<file path="src/rtl/fetch_pkg.sv">
// Shared types and constants for the fetch front end.
// Imported by fetch_buffer and fetch_pipe_front.
package fetch_pkg;

  localparam logic [31:0] NOP_INSTR = 32'h0000_0013;
  localparam logic [31:0] DEFAULT_RESET_PC = 32'h0000_0000;

  typedef struct packed {
    logic [31:0] pc;
    logic [31:0] instr;
  } fetch_entry_t;

endpackage

</file>
<file path="src/rtl/fetch_buffer.sv">
// Synchronous FIFO of fetch entries; clear beats push/pop.
// Push while full is accepted only alongside a pop.
module fetch_buffer
  import fetch_pkg::*;
#(
  parameter int DEPTH = 2,
  parameter int CNT_W = 2
) (
  input  logic             clk,
  input  logic             reset,
  input  logic             push,
  input  logic             pop,
  input  logic             clear,
  input  fetch_entry_t     din,
  output fetch_entry_t     dout,
  output logic [CNT_W-1:0] count,
  output logic             empty,
  output logic             full
);

  localparam int PW = (DEPTH > 1) ? $clog2(DEPTH) : 1;

  fetch_entry_t mem [DEPTH];
  logic [PW-1:0] rd_ptr;
  logic [PW-1:0] wr_ptr;
  logic          do_push;
  logic          do_pop;

  function automatic logic [PW-1:0] nxt(
    input logic [PW-1:0] p
  );
    return (p == PW'(DEPTH - 1)) ? '0 : p + 1'b1;
  endfunction

  assign empty   = (count == '0);
  assign full    = (count == CNT_W'(DEPTH));
  assign dout    = mem[rd_ptr];
  assign do_pop  = pop && !empty;
  assign do_push = push && (!full || do_pop);

  always_ff @(posedge clk) begin
    if (do_push && !clear)
      mem[wr_ptr] <= din;
  end

  always_ff @(posedge clk) begin
    if (reset || clear) begin
      rd_ptr <= '0;
      wr_ptr <= '0;
      count  <= '0;
    end else begin
      if (do_push)
        wr_ptr <= nxt(wr_ptr);
      if (do_pop)
        rd_ptr <= nxt(rd_ptr);
      unique case ({do_push, do_pop})
        2'b10:   count <= count + 1'b1;
        2'b01:   count <= count - 1'b1;
        default: count <= count;
      endcase
    end
  end

endmodule

</file>
<file path="src/rtl/fetch_pipe_front.sv">
// Fetch front end: PCF, imem requests, buffer, IF/ID.
// Define FETCH_BYPASS_EN to let responses skip the buffer.
module fetch_pipe_front
  import fetch_pkg::*;
#(
  parameter logic [31:0] RESET_PC  = DEFAULT_RESET_PC,
  parameter int          BUF_DEPTH = 2,
  parameter int          CNT_W     = 2
) (
  input  logic        clk,
  input  logic        reset,
  input  logic        StallF,
  input  logic        StallD,
  input  logic        FlushD,
  input  logic        PCSrcE,
  input  logic [31:0] PCTargetE,
  output logic        imem_req_valid,
  input  logic        imem_req_ready,
  output logic [31:0] imem_req_addr,
  input  logic        imem_rsp_valid,
  input  logic [31:0] imem_rsp_data,
  output logic [31:0] InstrD,
  output logic [31:0] PCD,
  output logic [31:0] PCPlus4D,
  output logic        ValidD,
  output logic        fetch_err
);

  logic [31:0]      pcf;
  logic [CNT_W-1:0] outstanding;
  logic [CNT_W-1:0] drop_cnt;
  logic [CNT_W-1:0] buf_count;
  logic [CNT_W-1:0] pend_count;
  logic [CNT_W:0]   credit;
  fetch_entry_t     buf_head;
  fetch_entry_t     pend_head;
  fetch_entry_t     pend_din;
  fetch_entry_t     rsp_entry;
  logic             buf_empty;
  logic             buf_full;
  logic             pend_empty;
  logic             pend_full;
  logic             req_fire;
  logic             rsp_ok;
  logic             rsp_keep;
  logic             buf_push;
  logic             buf_pop;
  logic             bypass;
  logic             unused_ok;

  // Credits cover both in-flight and buffered words.
  assign credit = {1'b0, outstanding}
                + {1'b0, buf_count};

  assign imem_req_valid = !reset && !PCSrcE
                       && !StallF
                       && (credit < (CNT_W+1)'(BUF_DEPTH));
  assign imem_req_addr  = pcf;
  assign req_fire = imem_req_valid && imem_req_ready;

  assign rsp_ok   = imem_rsp_valid
                 && (outstanding != '0);
  assign rsp_keep = rsp_ok && !PCSrcE
                 && (drop_cnt == '0);

  assign rsp_entry = '{pc: pend_head.pc,
                       instr: imem_rsp_data};
  assign pend_din  = '{pc: pcf, instr: '0};

`ifdef FETCH_BYPASS_EN
  assign bypass = rsp_keep && buf_empty
               && !StallD && !FlushD;
`else
  assign bypass = 1'b0;
`endif

  assign buf_push = rsp_keep && !bypass;
  assign buf_pop  = !FlushD && !StallD
                 && !PCSrcE && !buf_empty;

  assign unused_ok = &{1'b0, pend_head.instr,
                       pend_count, pend_empty,
                       pend_full, buf_full};

  fetch_buffer #(
    .DEPTH (BUF_DEPTH),
    .CNT_W (CNT_W)
  ) u_pend (
    .clk   (clk),
    .reset (reset),
    .push  (req_fire),
    .pop   (rsp_ok),
    .clear (1'b0),
    .din   (pend_din),
    .dout  (pend_head),
    .count (pend_count),
    .empty (pend_empty),
    .full  (pend_full)
  );

  fetch_buffer #(
    .DEPTH (BUF_DEPTH),
    .CNT_W (CNT_W)
  ) u_buf (
    .clk   (clk),
    .reset (reset),
    .push  (buf_push),
    .pop   (buf_pop),
    .clear (PCSrcE),
    .din   (rsp_entry),
    .dout  (buf_head),
    .count (buf_count),
    .empty (buf_empty),
    .full  (buf_full)
  );

  always_ff @(posedge clk) begin
    if (reset) begin
      pcf         <= RESET_PC;
      outstanding <= '0;
      drop_cnt    <= '0;
      fetch_err   <= 1'b0;
    end else begin
      if (PCSrcE)
        pcf <= PCTargetE;
      else if (req_fire)
        pcf <= pcf + 32'd4;
      outstanding <= outstanding
                   + CNT_W'(req_fire)
                   - CNT_W'(rsp_ok);
      // Everything still in flight is wrong-path.
      if (PCSrcE)
        drop_cnt <= outstanding - CNT_W'(rsp_ok);
      else if (rsp_ok && drop_cnt != '0)
        drop_cnt <= drop_cnt - 1'b1;
      if (imem_rsp_valid && outstanding == '0)
        fetch_err <= 1'b1;
    end
  end

  always_ff @(posedge clk) begin
    if (reset) begin
      InstrD   <= NOP_INSTR;
      PCD      <= 32'd0;
      PCPlus4D <= 32'd4;
      ValidD   <= 1'b0;
    end else if (FlushD) begin
      InstrD <= NOP_INSTR;
      ValidD <= 1'b0;
    end else if (!StallD) begin
      if (bypass) begin
        InstrD   <= rsp_entry.instr;
        PCD      <= rsp_entry.pc;
        PCPlus4D <= rsp_entry.pc + 32'd4;
        ValidD   <= 1'b1;
      end else if (buf_pop) begin
        InstrD   <= buf_head.instr;
        PCD      <= buf_head.pc;
        PCPlus4D <= buf_head.pc + 32'd4;
        ValidD   <= 1'b1;
      end else begin
        InstrD <= NOP_INSTR;
        ValidD <= 1'b0;
      end
    end
  end

endmodule

</file>
<file path="config.mk">
export PLATFORM = sky130hd
export DESIGN_NAME = fetch_pipe_front
export DESIGN_NICKNAME = d
export VERILOG_FILES = /design/src/rtl/fetch_pkg.sv /design/src/rtl/fetch_buffer.sv /design/src/rtl/fetch_pipe_front.sv
export SDC_FILE = /design/constraint.sdc
export NUM_CORES = 1
export LEC_CHECK = 0
export ABC_AREA = 1
export CAP_MARGIN = 20
export CORE_MARGIN = 2
export CORE_UTILIZATION = 35
export CTS_CLUSTER_SIZE = 25
export DETAILED_ROUTE_END_ITERATION = 8
export DONT_BUFFER_PORTS = 1
export PLACE_DENSITY = 0.55
export SLEW_MARGIN = 10
export SYNTH_ARGS = -nofsm -noshare
export SYNTH_HDL_FRONTEND = slang
export SYNTH_SLANG_ARGS = --single-unit
</file>
<file path="constraint.sdc">
create_clock -name clk -period 5.6 [get_ports clk]
set_input_delay 0 -clock clk [delete_from_list [all_inputs] [get_ports clk]]
set_output_delay 0 -clock clk [all_outputs]
set_load 0.005 [all_outputs]
</file>
* Yosys cells after proc, flatten, opt, wreduce, memory -nomap -nowiden
Memories as Yosys holds them, arrays and structs flattened. A register that Yosys moved wholly into a read port is not among the register bits.
Cells that the tools add are included.
** Storage, ports and cells
- Register bits after elaboration :: 142
- Memory bits (writable) :: 192
- Input bits :: 72
- Output and inout port bits :: 131
- Word-level logic and storage cells :: 101
- Memories kept :: 2
** Memory list
- u_buf.mem :: depth 2, width 64, read ports 1, clocked after memory_dff 1, write ports 1, line fetch_buffer.sv:23 : fetch_entry_t mem [DEPTH];
- u_pend.mem :: depth 2, width 32, read ports 1, clocked after memory_dff 1, write ports 1, line fetch_buffer.sv:23
** Operators by class
- Add/subtract/negate cells :: 15
- Order comparisons :: 1
- Eq/ne operators :: 6
- Mux-type cells :: 20
- Bitwise gates (word level) :: 2
- Reduce and logical (&&, ||, !) cells :: 41
** Operators by type and width (count)
- 32-bit two-way mux :: 3
- 32-bit by 3-bit adder with 32-bit output, second input constant :: 2
- 1-bit logical AND :: 17
- 1-bit two-way mux :: 13
- 2-bit nonzero test :: 6
- 1-bit zero test :: 9
- 2-bit equality test, second input constant :: 4
- 2-bit zero test :: 4
- 2-bit case mux with 2 select lines :: 2
- 2-bit by 1-bit subtractor with 2-bit output, second input constant :: 3
- 1-bit adder, second input constant :: 4
- 2-bit by 1-bit adder with 2-bit output, second input constant :: 2
- 2-bit by 1-bit equality test with 1-bit output, second input constant :: 2
- 2-bit two-way mux :: 2
- 2-bit by 1-bit subtractor with 2-bit output :: 2
- 2-bit by 2-bit adder with 3-bit output :: 1
- 1-bit logical OR :: 3
- 3-bit by 2-bit < comparator with 1-bit output, second input constant :: 1
- 3-bit AND reduction :: 1
- 2-bit by 1-bit adder with 2-bit output :: 1
- 1-bit inverter :: 2
- 2-bit OR reduction :: 1

* Depth between registers and ports, before layout
- Depth after elaboration :: 10
- Gate-level depth with buffers :: 15
- Mapped depth without buffers :: 14

* Cells and area by module
From an unflattened synthesis, not the netlist that was laid out.
** Second synthesis, totals
- Cells, all modules :: 1483
- Area, all modules :: 16628.4 um^2
** Modules (own cells, without submodules)
- fetch_buffer :: instances 2, cells an instance 236, area an instance 4895.9 um^2, sequential area each 3943.8 um^2
- fetch_pipe_front :: instances 1, cells an instance 1011, area an instance 6836.6 um^2, sequential area each 2642.5 um^2

* Least setup slack after synthesis
No wires, ideal clock.
- Kind :: register to register
- Start point :: register outstanding[1]
- End point :: memory u_buf.mem[1][0] (netlist bit) (enable)
- Library setup time :: 488 ps
- Arrival time :: 3641 ps
- Required time :: 5112 ps
- Slack :: 1472 ps
- Cell stages (with the launch flop) :: 7
- Buffers on the path :: 0
- Clock period less this slack :: 4128 ps
- Cells stage by stage :: dfxtp_1 > o21ai_0 > inv_1 > nand2_1 > nor2_1 > nand2_1 > nor2_1
** Between the ends
- Word-level cells in the longest chain between the ends :: 8
** Ends and longest elaborated chain
- from (decl) :: line fetch_pipe_front.sv:30 : logic [CNT_W-1:0] outstanding;
- from (signal assigned) :: line fetch_pipe_front.sv:128 : outstanding <= outstanding
- 2-bit nonzero test :: line fetch_pipe_front.sv:62 : && (outstanding != '0);
- 1-bit logical AND :: line fetch_pipe_front.sv:62
- 1-bit logical AND :: line fetch_pipe_front.sv:63 : assign rsp_keep = rsp_ok && !PCSrcE
- 1-bit logical AND :: line fetch_pipe_front.sv:64 : && (drop_cnt == '0);
- 1-bit logical AND :: line fetch_buffer.sv:39 : assign do_push = push && (!full || do_pop);
- 1-bit logical AND :: line fetch_buffer.sv:42 : if (do_push && !clear)
- 1-bit two-way mux :: line fetch_buffer.sv:42
- 1-bit two-way mux (implied by the code) :: line fetch_buffer.sv:43 : mem[wr_ptr] <= din;
- to (decl) :: line fetch_buffer.sv:23
Every way passes these cells.

* Final worst setup path
- Start point :: register outstanding[0]
- End point :: register u_pend.count[1]
** Between the ends
- Word-level cells in the longest chain between the ends :: 7
- Elaborated cells on any way between the ends :: 13
- Those cells by class :: 1 x add/sub; 1 x order compare; 2 x eq/ne; 1 x mux; 8 x reduce/logical
** Ends and longest elaborated chain
- 2-bit by 2-bit adder with 3-bit output (*) :: line fetch_pipe_front.sv:53 : + {1'b0, buf_count};
- 3-bit by 2-bit < comparator with 1-bit output (*) :: line fetch_pipe_front.sv:57 : && (credit < (CNT_W+1)'(BUF_DEPTH));
- 1-bit logical AND (*) :: line fetch_pipe_front.sv:57
- named net imem_req_valid :: line fetch_pipe_front.sv:17 : output logic imem_req_valid,
- 1-bit logical AND (*) :: line fetch_pipe_front.sv:59 : assign req_fire = imem_req_valid && imem_req_ready;
- 1-bit logical AND (*) :: line fetch_buffer.sv:39
- 2-bit by 1-bit equality test with 1-bit output / 2-bit equality test (equally long branches) :: line fetch_buffer.sv:56 : unique case ({do_push, do_pop})
- 2-bit case mux with 2 select lines / 2-bit nonzero test (equally long branches)
- to (signal assigned) :: line fetch_buffer.sv:57 : 2'b10: count <= count + 1'b1;
- to (signal assigned) :: line fetch_buffer.sv:58 : 2'b01: count <= count - 1'b1;
- to (signal assigned) :: line fetch_buffer.sv:59 : default: count <= count;
- to (decl) :: line fetch_buffer.sv:16 : output logic [CNT_W-1:0] count,
The timed path passes the listed nets; every way through them passes the cells marked *.
A chain may end at the register's enable or synchronous reset.

==> flow_metrics.py <==
metrics = {
    "sta": {
        "max_slew_margin": 0.387,
        "setup_slack_ns": 2.48,
        "hold_viol_final": 0,
        "post-route-period-util": 0.557,
        "fmax_ghz": 0.320,
        "slew_viol_final": 0,
        "whs_ns": 0.0619,
        "fin_crit_ns": 3.12,
        "skew_ns": 0.0195,
        "finalSetupViolCount": 0,
        "rsz0062_at_grt": "no",
        "tns_ns": 0,
        "worst_pin_slew_ns": 0.917,
    },
    "synthesis": {
        "syn-cell-area_sq_um": 13900,
        "async_reset_ff_frac": 0,
        "synth_cells": 1444,
        "syn_area_per_cell_sq_um": 9.65,
        "synth_top_flop_cell": "edfxtp_1",
        "synth_seq_cells": 334,
        "ys_types": 44,
        "synth-edff-count": 192,
        "yosys.area.top_type_share": 0.414,
        "yosysTopAreaCell": "edfxtp_1",
        "synth.area.top_cells": "edfxtp_1 (41%), dfxtp_1 (20%), nand2_1 (11%), nor2_1 (3.7%), a21oi_1 (3.0%)",
        "synth_seq_area_share": 0.617,
        "synth_warnings": 0,
        "synth_fp_nets": 1524,
    },
    "power_and_ir_drop": {
        "p_per_area_nw_per_um2": 341,
        "p_leak_nw": 6.20,
        "p_seq_frac": 0.485,
        "swShare": 0.232,
        "clockPowerShare": 0.445,
        "p_switching_mw": 1.32,
        "comb_power_share": 0.070,
        "p_total_mw": 5.72,
        "p_int_mw": 4.39,
        "ir_drop_uv": 173,
    },
    "route": {
        "drcViolationCount": 0,
        "vias": 10100,
        "detail-route-antenna-nets": 0,
        "drt-total-wl_um": 36200,
        "drtIter0Drc": 620,
        "vias_per_cell": 4.87,
        "wl_per_cell_um": 17.3,
        "drt_pass1_iterations": 5,
    },
    "worst_hold_path": {
        "hold_path_class": "input port to flop",
        "hp-start": "StallF",
    },
    "clock_tree": {
        "htreeDepth": 2,
        "cts.clk_slew.worst_paths_ns": 0.06,
        "cts_buffers": 38,
        "cts.path.max_buffers": 3,
        "cts_setup_buffers": 0,
        "cts_tree": "built",
        "clk_latency_ns": 0.56,
        "cts.sinks": 334,
        "clock-root-buffer": "clkbuf_16",
    },
    "floorplan": {
        "chipWidth_um": 204,
        "die-height_um": 204,
        "die_area_sq_um": 41400,
        "initial_utilization": 0.352,
        "core_area_sq_um": 39500,
        "rows": 73,
        "ios": 203,
    },
    "setup_path": {
        "r2r_slack_ns": 2.48,
        "end_kind": "flop",
        "endpoint": "u_pend.count[1]",
        "crit_path_start": "outstanding[0]",
        "startpoint_type": "flop",
        "r2r-start": "outstanding[0]",
        "reg2reg_depth": 14,
        "required_ns": 6.02,
        "path_class": "flop to flop",
        "worstPathArrival_ns": 3.54,
        "crit_fanout": 27,
        "reg2reg_to": "u_pend.count[1]",
    },
    "layout": {
        "final_core_util": 0.424,
        "layout_common_cells": "nand2_1 (396), edfxtp_1 (192), dfxtp_1 (141), nor2_1 (135), dlygate4sd3_1 (96)",
        "nFillCells": 3831,
        "fin_cells": 2086,
        "area_growth_syn_to_layout_pct": 20.1,
        "antenna_cells": 0,
        "fin_area_sq_um": 16700,
        "layout_commonest_cell": "nand2_1",
        "drive_above_1_share": 0.115,
        "nets": 1612,
    },
    "global_route": {
        "antenna_found_initial": 1,
        "overflow": 0,
        "grt_pass1_vias": 9771,
        "grt_max_degree": 63,
        "grt_usage": 0.175,
        "grt_pass1_wl_um": 56300,
    },
    "place": {
        "place_area_sq_um": 14400,
        "numPlacedInstances": 1919,
        "port_buffers": 0,
        "place.gp.congestion": 0.882,
        "dp.final_hpwl_um": 23800,
        "pre_cts_ws_ns": 2.48,
    },
    "status": {
        "status": "finished, final reports clean",
    },
    "flow_run": {
        "max-cap-violations": 0,
    },
}
## worst min-delay path by stage
stage / depth (start not counted) / slack (ns) / end
after floorplan: 0 / 0.1 / u_buf.mem[0][0]
after global placement: 1 / 0.09 / PCD[2]
after detailed placement: 1 / 0.09 / PCD[3]
after CTS: 7 / 0.02 / imem_req_addr[7]
after global routing: 1 / 0.08 / u_buf.mem[0][31]
final: 7 / 0.06 / imem_req_addr[7]
## flip-flops by register name, summed over array words and instances, names as in the netlist, named ones only
signal,cells
PCD,32
u_pend.mem,64
u_pend.count,2
outstanding,2
u_buf.count,2
drop_cnt,2
u_pend.wr_ptr,1
imem_req_addr,32
u_buf.wr_ptr,1
u_pend.rd_ptr,1
fetch_err,1
u_buf.mem,128
InstrD,32
PCPlus4D,30
ValidD,1
u_buf.rd_ptr,1
## critical path, cell delays in order, from the launching register on
cell     delay [ns]
dfxtp_1        0.39
nand2_1        0.07
inv_1          0.06
fa_1           0.40
nor2_1         0.11
nand2_1        0.07
nor2_2         0.16
nand2_2        0.18
inv_2          0.43
o31ai_1        0.29
ha_1           0.37
a21oi_1        0.13
o21ai_0        0.13
o21ai_0        0.16
a21oi_1        0.06
## power groups by stage
| stage | registers (mW) | logic (mW) | clock network (mW) |
|---|---|---|---|
| finish | 2.77 | 0.399 | 2.55 |
| global route | 2.78 | 0.452 | 2.72 |
| CTS | 2.77 | 0.403 | 2.63 |
| detailed placement | 2.83 | 0.327 | 0 |
| global placement | 2.82 | 0.320 | 0 |
| floorplan | 2.80 | 0.248 | 0 |
## synthesized netlist by cell type, types with 5 or more instances
library cell and n:
nand2_1 396, edfxtp_1 192, dfxtp_1 142, nor2_1 139
inv_1 89, a21oi_1 84, nand3_1 71, o21ai_0 68
clkbuf_1 33, mux2_2 32, nand2_2 20, a31oi_1 19
buf_2 18, o211ai_1 18, or2_2 17, nor2_2 14
nand4_1 9, nor3_1 9, xor2_1 8, ha_1 7
inv_2 6, o21a_1 5
## routing by layer
metal,vias to the layer above,track usage,share of wire
met5,-,0,0
met4,0,0.0626,0.023
met3,55,0.0399,0.062
met2,254,0.269,0.45
met1,4815,0.241,0.46
li1,5025,-,-
## kinds of logic (layout without fill, tap and decap cells)
family / count (synthesis) / in the layout / synth area share
buf+inv: 160 / 277 / 0.0477
compound gates: 209 / 209 / 0.0839
flops: 334 / 334 / 0.617
simple gates: 688 / 688 / 0.209
mux: 33 / 33 / 0.0266
xor+xnor: 12 / 12 / 0.00754
fa+ha+maj: 8 / 8 / 0.00772
## what timing repair did
action | in CTS | in global routing
resized for setup | 0 | 0
endpoints found under the hold margin | 156 | 0
hold buffers | 98 | 0
## cell type report
| cell class | count | area, sq um | area share |
|---|---|---|---|
| Clock buffer | 58 | 1170 | 0.0700 |
| Clock inverter | 11 | 131 | 0.00784 |
| Inverter | 98 | 368 | 0.0220 |
| Multi-Input combinational cell | 950 | 4690 | 0.280 |
| Sequential cell | 334 | 8610 | 0.514 |
| Tap cell | 525 | 657 | 0.0392 |
| Timing Repair Buffer | 110 | 1120 | 0.0668 |
Power figures use the tool's default switching activity.
